<file path="config.mk">
export PLATFORM = sky130hd
export DESIGN_NAME = bcd_add_sequencer
export DESIGN_NICKNAME = d
export VERILOG_FILES = /design/src/rtl/bcd_pkg.sv /design/src/rtl/bcd_digit_check.sv /design/src/rtl/bcd_add_sequencer.sv
export SDC_FILE = /design/constraint.sdc
export NUM_CORES = 1
export LEC_CHECK = 0
export ABC_AREA = 1
export BUFFER_PORTS_ARGS = -buffer_cell sky130_fd_sc_hd__buf_4
export CAP_MARGIN = 10
export CELL_PAD_IN_SITES_DETAIL_PLACEMENT = 0
export CELL_PAD_IN_SITES_GLOBAL_PLACEMENT = 1
export CORE_ASPECT_RATIO = 0.8
export CORE_MARGIN = 1
export CORE_UTILIZATION = 25
export CTS_CLUSTER_DIAMETER = 60
export DETAILED_ROUTE_END_ITERATION = 16
export GPL_TIMING_DRIVEN = 0
export PLACE_DENSITY = 0.61
export SLEW_MARGIN = 20
export SYNTH_ARGS = -nofsm -noshare
export SYNTH_HDL_FRONTEND = slang
export SYNTH_HIERARCHICAL = 1
export SYNTH_SLANG_ARGS = --single-unit
</file>
<file path="constraint.sdc">
create_clock -name Clock -period 3.1 [get_ports Clock]
set_input_delay 0.775 -clock Clock [delete_from_list [all_inputs] [get_ports Clock]]
set_output_delay 0.775 -clock Clock [all_outputs]
set_load 0.05 [all_outputs]
</file>
<file path="src/rtl/bcd_pkg.sv">
/*----------------------------------------------------------------------------
 * bcd_pkg : shared constants and state type for the BCD add sequencer
 * Rev 1.0 : initial release
 *--------------------------------------------------------------------------*/
`default_nettype none

package bcd_pkg;
  localparam int DIGIT_W = 4;
  localparam logic [DIGIT_W-1:0] MAX_DIGIT = 4'd9;
  localparam logic [DIGIT_W:0] BCD_CORR = 5'd6;

  typedef enum logic [2:0] {
    S_IDLE    = 3'd0,
    S_WAIT_B  = 3'd1,
    S_ADD     = 3'd2,
    S_CORRECT = 3'd3,
    S_DONE    = 3'd4,
    S_ERR     = 3'd5
  } state_t;
endpackage

`default_nettype wire

</file>
<file path="src/rtl/bcd_digit_check.sv">
/*----------------------------------------------------------------------------
 * bcd_digit_check : flags a digit outside the legal BCD range 0..9
 * Rev 1.0 : initial release
 *--------------------------------------------------------------------------*/
`default_nettype none

module bcd_digit_check
  import bcd_pkg::*;
(
  input  logic [DIGIT_W-1:0] digit,
  output logic               invalid
);

  assign invalid = (digit > MAX_DIGIT);

endmodule

`default_nettype wire

</file>
<file path="src/rtl/bcd_add_sequencer.sv">
/*----------------------------------------------------------------------------
 * bcd_add_sequencer : captures two BCD digits, adds them with decimal
 *                     correction over two cycles, registered 2-digit result
 * Rev 1.0 : initial release
 *--------------------------------------------------------------------------*/
`default_nettype none

module bcd_add_sequencer
  import bcd_pkg::*;
(
  input  logic               Clock,
  input  logic               Reset,
  input  logic [DIGIT_W-1:0] digit_in,
  input  logic               load,
  input  logic               clear,
  output logic [DIGIT_W-1:0] sum_tens,
  output logic [DIGIT_W-1:0] sum_ones,
  output logic               valid,
  output logic               busy,
  output logic               err,
  output logic               op_sel
);

  state_t             state;
  state_t             state_next;
  logic [DIGIT_W-1:0] op_a;
  logic [DIGIT_W-1:0] op_b;
  logic [DIGIT_W:0]   raw;
  logic [DIGIT_W:0]   raw_corr;
  logic               digit_bad;
  logic               load_ok;

  bcd_digit_check u_digit_check (
    .digit   (digit_in),
    .invalid (digit_bad)
  );

  assign load_ok  = load && !digit_bad;
  assign raw_corr = raw + BCD_CORR;

  always_comb begin
    state_next = state;
    if (clear) begin
      state_next = S_IDLE;
    end else begin
      case (state)
        S_IDLE, S_DONE: begin
          if (load) state_next = digit_bad ? S_ERR : S_WAIT_B;
        end
        S_WAIT_B: begin
          if (load) state_next = digit_bad ? S_ERR : S_ADD;
        end
        S_ADD:     state_next = S_CORRECT;
        S_CORRECT: state_next = S_DONE;
        S_ERR:     state_next = S_ERR;
        default:   state_next = S_IDLE;
      endcase
    end
  end

  always_ff @(posedge Clock) begin
    if (Reset) begin
      state <= S_IDLE;
    end else begin
      state <= state_next;
    end
  end

  // Status flags are decoded from the upcoming state so they are registered
  // yet line up exactly with the state they describe.
  always_ff @(posedge Clock) begin
    if (Reset) begin
      valid  <= 1'b0;
      busy   <= 1'b0;
      err    <= 1'b0;
      op_sel <= 1'b0;
    end else begin
      valid  <= (state_next == S_DONE);
      busy   <= (state_next == S_ADD) || (state_next == S_CORRECT);
      err    <= (state_next == S_ERR);
      op_sel <= (state_next == S_WAIT_B);
    end
  end

  always_ff @(posedge Clock) begin
    if (Reset || clear) begin
      op_a     <= '0;
      op_b     <= '0;
      raw      <= '0;
      sum_tens <= '0;
      sum_ones <= '0;
    end else begin
      case (state)
        S_IDLE, S_DONE: begin
          if (load_ok) op_a <= digit_in;
        end
        S_WAIT_B: begin
          if (load_ok) op_b <= digit_in;
        end
        S_ADD: begin
          raw <= {1'b0, op_a} + {1'b0, op_b};
        end
        S_CORRECT: begin
          if (raw > {1'b0, MAX_DIGIT}) begin
            sum_ones <= raw_corr[DIGIT_W-1:0];
            sum_tens <= 4'd1;
          end else begin
            sum_ones <= raw[DIGIT_W-1:0];
            sum_tens <= 4'd0;
          end
        end
        default: ;
      endcase
    end
  end

endmodule

`default_nettype wire
</file>
### Yosys cells after proc, flatten, opt, wreduce, memory -nomap -nowiden

Cells that the tools add are included.

| cells by class | value |
|---|---|
| reductions and logical operators | 8 |
| order comparisons | 2 |
| mux-type cells | 8 |
| equal/unequal tests | 10 |
| $add $sub $neg | 2 |

Operators with widths:

| operator | number |
|---|---|
| 3-bit 2-to-1 mux | 5 |
| 3-bit case mux with 5 select lines | 1 |
| 3-bit by 2-bit == test with 1-bit output, second input constant | 4 |
| 3-bit == test, second input constant | 4 |
| 3-bit by 1-bit == test with 1-bit output, second input constant | 2 |
| 4-bit by 4-bit adder with 5-bit output | 1 |
| 5-bit by 4-bit greater-than comparator with 1-bit output, second input constant | 1 |
| 4-bit by 3-bit adder with 4-bit output, second input constant | 1 |
| 4-bit greater-than comparator, second input constant | 1 |
| 4-bit 2-to-1 mux | 1 |
| 2-bit AND reduction | 2 |
| 3-bit logical NOT | 1 |
| 1-bit logical OR | 2 |
| 2-bit OR reduction | 1 |
| 1-bit logical AND | 1 |
| 1-bit logical NOT | 1 |
| 1-bit 2-to-1 mux | 1 |

| storage, ports and cells | value |
|---|---|
| output and inout bits | 12 |
| register bits after elaboration | 28 |
| bits of input ports | 8 |
| logic and storage cells | 40 |

### Logic depth before layout (Yosys ltp)

| depth | value |
|---|---|
| depth in word-level cells | 7 |
| depth in mapped cells | 10 |
| gate-level depth less buffers | 10 |

### By module

Netlist, hierarchy kept.

By module, submodules not included:

| module | instances | cells each | seq. area each (sq um) | area an instance (sq um) |
|---|---|---|---|---|
| bcd_add_sequencer | 1 | 168 | 500.5 | 1227.4 |
| bcd_digit_check | 1 | 3 | 0.0 | 11.3 |

### Worst setup path after synthesis

No wires, ideal clock.

| timing path | value |
|---|---|
| kind | input -> register |
| from | in digit_in[3] |
| to | reg op_sel |
| buffers on the path | 0 |
| setup slack | 1534 ps |
| setup time | 64 ps |
| cell stages on the path | 10 |
| arrival | 1502 ps |
| path through | inv_1 nor2_1 inv_1 nand2_1 inv_1 nand3_2 inv_1 o21ai_1 nand2_1 nor2_1 |

| between the ends | value |
|---|---|
| cells in the longest elaborated chain, start to end | 6 |

RTL lines:

| what | RTL line | source |
|---|---|---|
| start: declaration | bcd_add_sequencer.sv:13 | `input logic [DIGIT_W-1:0] digit_in,` |
| 4-bit greater-than comparator * | bcd_digit_check.sv:14 | `assign invalid = (digit > MAX_DIGIT);` |
| via digit_bad | bcd_add_sequencer.sv:30 | `logic digit_bad;` |
| 3-bit 2-to-1 mux (on tied branches) (2 in series) | bcd_add_sequencer.sv:51, bcd_add_sequencer.sv:48 |  |
| 3-bit case mux with 5 select lines * | bcd_add_sequencer.sv:46 | `case (state)` |
| 3-bit 2-to-1 mux * | bcd_add_sequencer.sv:43 | `if (clear) begin` |
| 3-bit by 1-bit == test with 1-bit output * | bcd_add_sequencer.sv:81 | `op_sel <= (state_next == S_WAIT_B);` |
| end signal: assignment | bcd_add_sequencer.sv:81 |  |
| end: declaration | bcd_add_sequencer.sv:21 | `output logic op_sel` |

Mark *: on every way through the listed nets, which the timed path passes. The rest lies on a longest branch.
A chain may end at the register's enable or synchronous reset.

### Worst setup path after layout

| timing path | value |
|---|---|
| from | in clear |
| to | reg raw[2] |

| between the ends | value |
|---|---|
| cells in the longest elaborated chain, start to end | 1 |

RTL lines:

| what | RTL line | source |
|---|---|---|
| start: declaration | bcd_add_sequencer.sv:15 | `input logic clear,` |
| 1-bit logical OR | bcd_add_sequencer.sv:86 | `if (Reset \|\| clear) begin` |
| end signal: assignment | bcd_add_sequencer.sv:101 | `raw <= {1'b0, op_a} + {1'b0, op_b};` |
| end: declaration | bcd_add_sequencer.sv:28 | `logic [DIGIT_W:0] raw;` |

No other way between the ends.

==> load_flow_metrics.sql <==
INSERT INTO impl_metrics (metric_group, metric, value, unit) VALUES
('setup_path', 'startpoint_type', 'input pin', ''),
('synthesis', 'synth-seq-area-share', '40.40', '%'),
('timing', 'number_of_max_slew_violations_in_the_final_report', '0', ''),
('min_path', 'endpoint_with_the_worst_hold_slack', 'op_a[3]$_SDFFE_PP0P_', ''),
('timing', 'final.setup_skew', '0.009940', 'ns'),
('run_status', 'run_status', 'finished clean', ''),
('global_routing', 'grtUsageTotal', '11.40', '%'),
('die', 'die_h', '64.96', 'um'),
('synthesis', 'mappedNetlistArea', '1239', 'um2'),
('final_layout', 'layout.filler_cells', '525', ''),
('pwr', 'power_share_of_the_combinational_group', '10.7', '%'),
('synthesis', 'synth_cell_type_count', '23', ''),
('die', 'die-area', '5242', 'um2'),
('synthesis', 'ys.flop_type', 'dfxtp_1', ''),
('setup_path', 'timing.critical_path.fanout_max', '10', ''),
('clock_network', 'clock_tree.buffer_depth', '2', ''),
('die', 'floorplan.initialDensity', '26.47', '%'),
('setup_path', 'worst_setup_path_startpoint', 'clear', ''),
('drt', 'route.vias.total', '1089', ''),
('drt', 'firstDrtPassIters', '4', ''),
('placement', 'port_buffers', '16', ''),
('die', 'core', '4679', 'um2'),
('synthesis', 'total_of_flip_flops_plus_latches_after_synthesis', '25', ''),
('timing', 'setup-violations-final', '0', ''),
('drt', 'routedWlPerCell', '10.22', 'um'),
('min_path', 'hold_path.startpoint', 'op_a[3]$_SDFFE_PP0P_', ''),
('clock_network', 'cts_root_buf', 'clkbuf_8', ''),
('setup_path', 'data_arrival_time_of_the_critical_path', '1.83', 'ns'),
('setup_path', 'cp.required', '3.30', 'ns'),
('global_routing', 'grt_pass1_vias', '1030', ''),
('synthesis', 'synth_top_cells_by_count', 'nor2_1, inv_1, dfxtp_1', ''),
('final_layout', 'num_antenna_cells', '0', ''),
('clock_network', 'post_cts_resize_count', '0', ''),
('pwr', 'switchingPower', '158.0', 'uW'),
('drt', 'detail_route.vias_per_cell', '4.304', ''),
('global_routing', 'wire_length_of_the_first_global_routing_pass', '4.609', 'mm'),
('synthesis', 'synth_area_per_cell', '7.244', 'um2'),
('drt', 'final_antenna_net_count', '0', ''),
('final_layout', 'fin_area', '1490', 'um2'),
('placement', 'place.detailed.instances', '249', ''),
('timing', 'minimum_clock_period', '1.629', 'ns'),
('clock_network', 'clock_latency_late_sink', '0.27', 'ns'),
('timing', 'layout_worst_path_cycle_share', '52.56', '%'),
('synthesis', 'synth-edff-count', '0', ''),
('final_layout', 'seq_area', '500.5', 'um2'),
('global_routing', 'pin_count_of_the_biggest_net_entering_global_routing', '16', ''),
('timing', 'hold_violations', '0', ''),
('drt', 'totalWireLength', '2.585', 'mm'),
('clock_network', 'hold_buffers', '0', ''),
('synthesis', 'synthMostInstantiatedCell', 'nor2_1', ''),
('die', 'die-width', '80.70', 'um'),
('setup_path', 'worstReg2RegEnd', 'raw[4]$_SDFFE_PP0N_', ''),
('synthesis', 'synth.top_cell.area_share', '40.40', '%'),
('synthesis', 'synthTopCellsByArea', 'dfxtp_1, nor2_1, inv_1', ''),
('placement', 'routabilityCongestion', '0.7563', ''),
('synthesis', 'postSynth.asyncResetShare', '0', '%'),
('final_layout', 'layoutNonFillerInstCount', '253', ''),
('timing', 'unrepaired_setup_endpoints_after_global_routing', 'no', ''),
('placement', 'hpwl_after_detailed_placement', '1.998', 'mm'),
('pwr', 'fraction_of_power_spent_switching_nets', '26.42', '%'),
('clock_network', 'htree_levels', '1', ''),
('timing', 'achievable-frequency', '613.7', 'MHz'),
('die', 'io-pin-count', '20', ''),
('pwr', 'clock_power_share', '34.0', '%'),
('synthesis', 'synthesis.instances', '171', ''),
('pwr', 'power.internal', '440.0', 'uW'),
('min_path', 'hold_path_depth', '2', ''),
('final_layout', 'multi_input_area', '605.6', 'um2'),
('clock_network', 'post-cts-setup-buffer-count', '0', ''),
('synthesis', 'yosys_warnings', '6', ''),
('pwr', 'power_density', '401.3', 'nW/um2');
cell type report:
| class | instances | area share, % |
|---|---|---|
| clock buffer | 3 | 2.771 |
| clock inverter | 1 | 0.5038 |
| buffer | 4 | 1.847 |
| tap | 60 | 5.038 |
| inverter | 30 | 7.557 |
| sequential | 25 | 33.59 |
| timing repair buffer | 16 | 8.060 |
| multi-input combinational | 114 | 40.64 |
through the flow:
stage          hold WS, ns  setup WS, ns
3_5_place_dp        0.4841         1.181
3_3_place_gp        0.4819         1.154
6_report            0.4971         1.471
5_1_grt             0.5464         1.365
4_1_cts             0.5029         1.470
2_1_floorplan       0.4592         1.534
logic make-up after synthesis:
logic type	share of synthesized area (%)
other cells	0.3027
compound gates	12.73
fa+ha+maj	7.677
xor+xnor	1.414
simple gates	26.16
flops	40.40
buf+inv	11.31
worst max-delay path by stage:
stage / slack (ns) / to / cells after the start
floorplan: 1.53 / op_sel$_SDFF_PP0_ / 10
global placement: 1.15 / op_a[3]$_SDFFE_PP0P_ / 5
detailed placement: 1.18 / op_a[3]$_SDFFE_PP0P_ / 5
CTS: 1.47 / op_a[3]$_SDFFE_PP0P_ / 5
global route: 1.37 / op_sel$_SDFF_PP0_ / 11
finish: 1.47 / raw[2]$_SDFFE_PP0N_ / 5
layout by cell type, fill, tap and decap left out, drive strengths merged:
| cell | count |
|---|---|
| dfxtp | 25 |
| conb | 3 |
| nand4 | 1 |
| xnor2 | 1 |
| clkbuf | 4 |
| nand2 | 20 |
| a21o | 1 |
| buf | 19 |
| a21oi | 11 |
| nor3 | 1 |
| xor2 | 1 |
| nor2 | 29 |
| clkinvlp | 1 |
| fa | 1 |
| nand3b | 1 |
| clkinv | 1 |
| inv | 29 |
| o211ai | 2 |
| ha | 6 |
| nand3 | 20 |
| o21ai | 16 |
routing by layer:
metal / vias to the layer above / track usage, % / wire length, um
met1: 482 / 15.83 / 1385
met5: - / 0 / 0
met2: 23 / 17.80 / 1070
met4: 0 / 2.009 / 8
met3: 2 / 2.958 / 119
li1: 582 / - / -
power by group through the flow:
stage	Sequential, uW	Clock [uW]	Combinational [uW]
after detailed placement	339	0	64.0
after CTS	331	214	64.1
after floorplan	343	0	39.3
after global routing	332	227	70.9
after global placement	339	0	63.9
final	331	203	63.8
registers in the layout, indices dropped and copies added (netlist names):
signal	flops
op_b	4
sum_tens	1
busy	1
err	1
op_a	4
valid	1
op_sel	1
state	3
raw	5
sum_ones	4
worst max-delay path: stages:
cell and delay [ns]:
buf_4 0.11, nor2_1 0.39, clkbuf_2 0.32, o21ai_0 0.12, a21oi_1 0.12
Power figures use the tool's default switching activity.
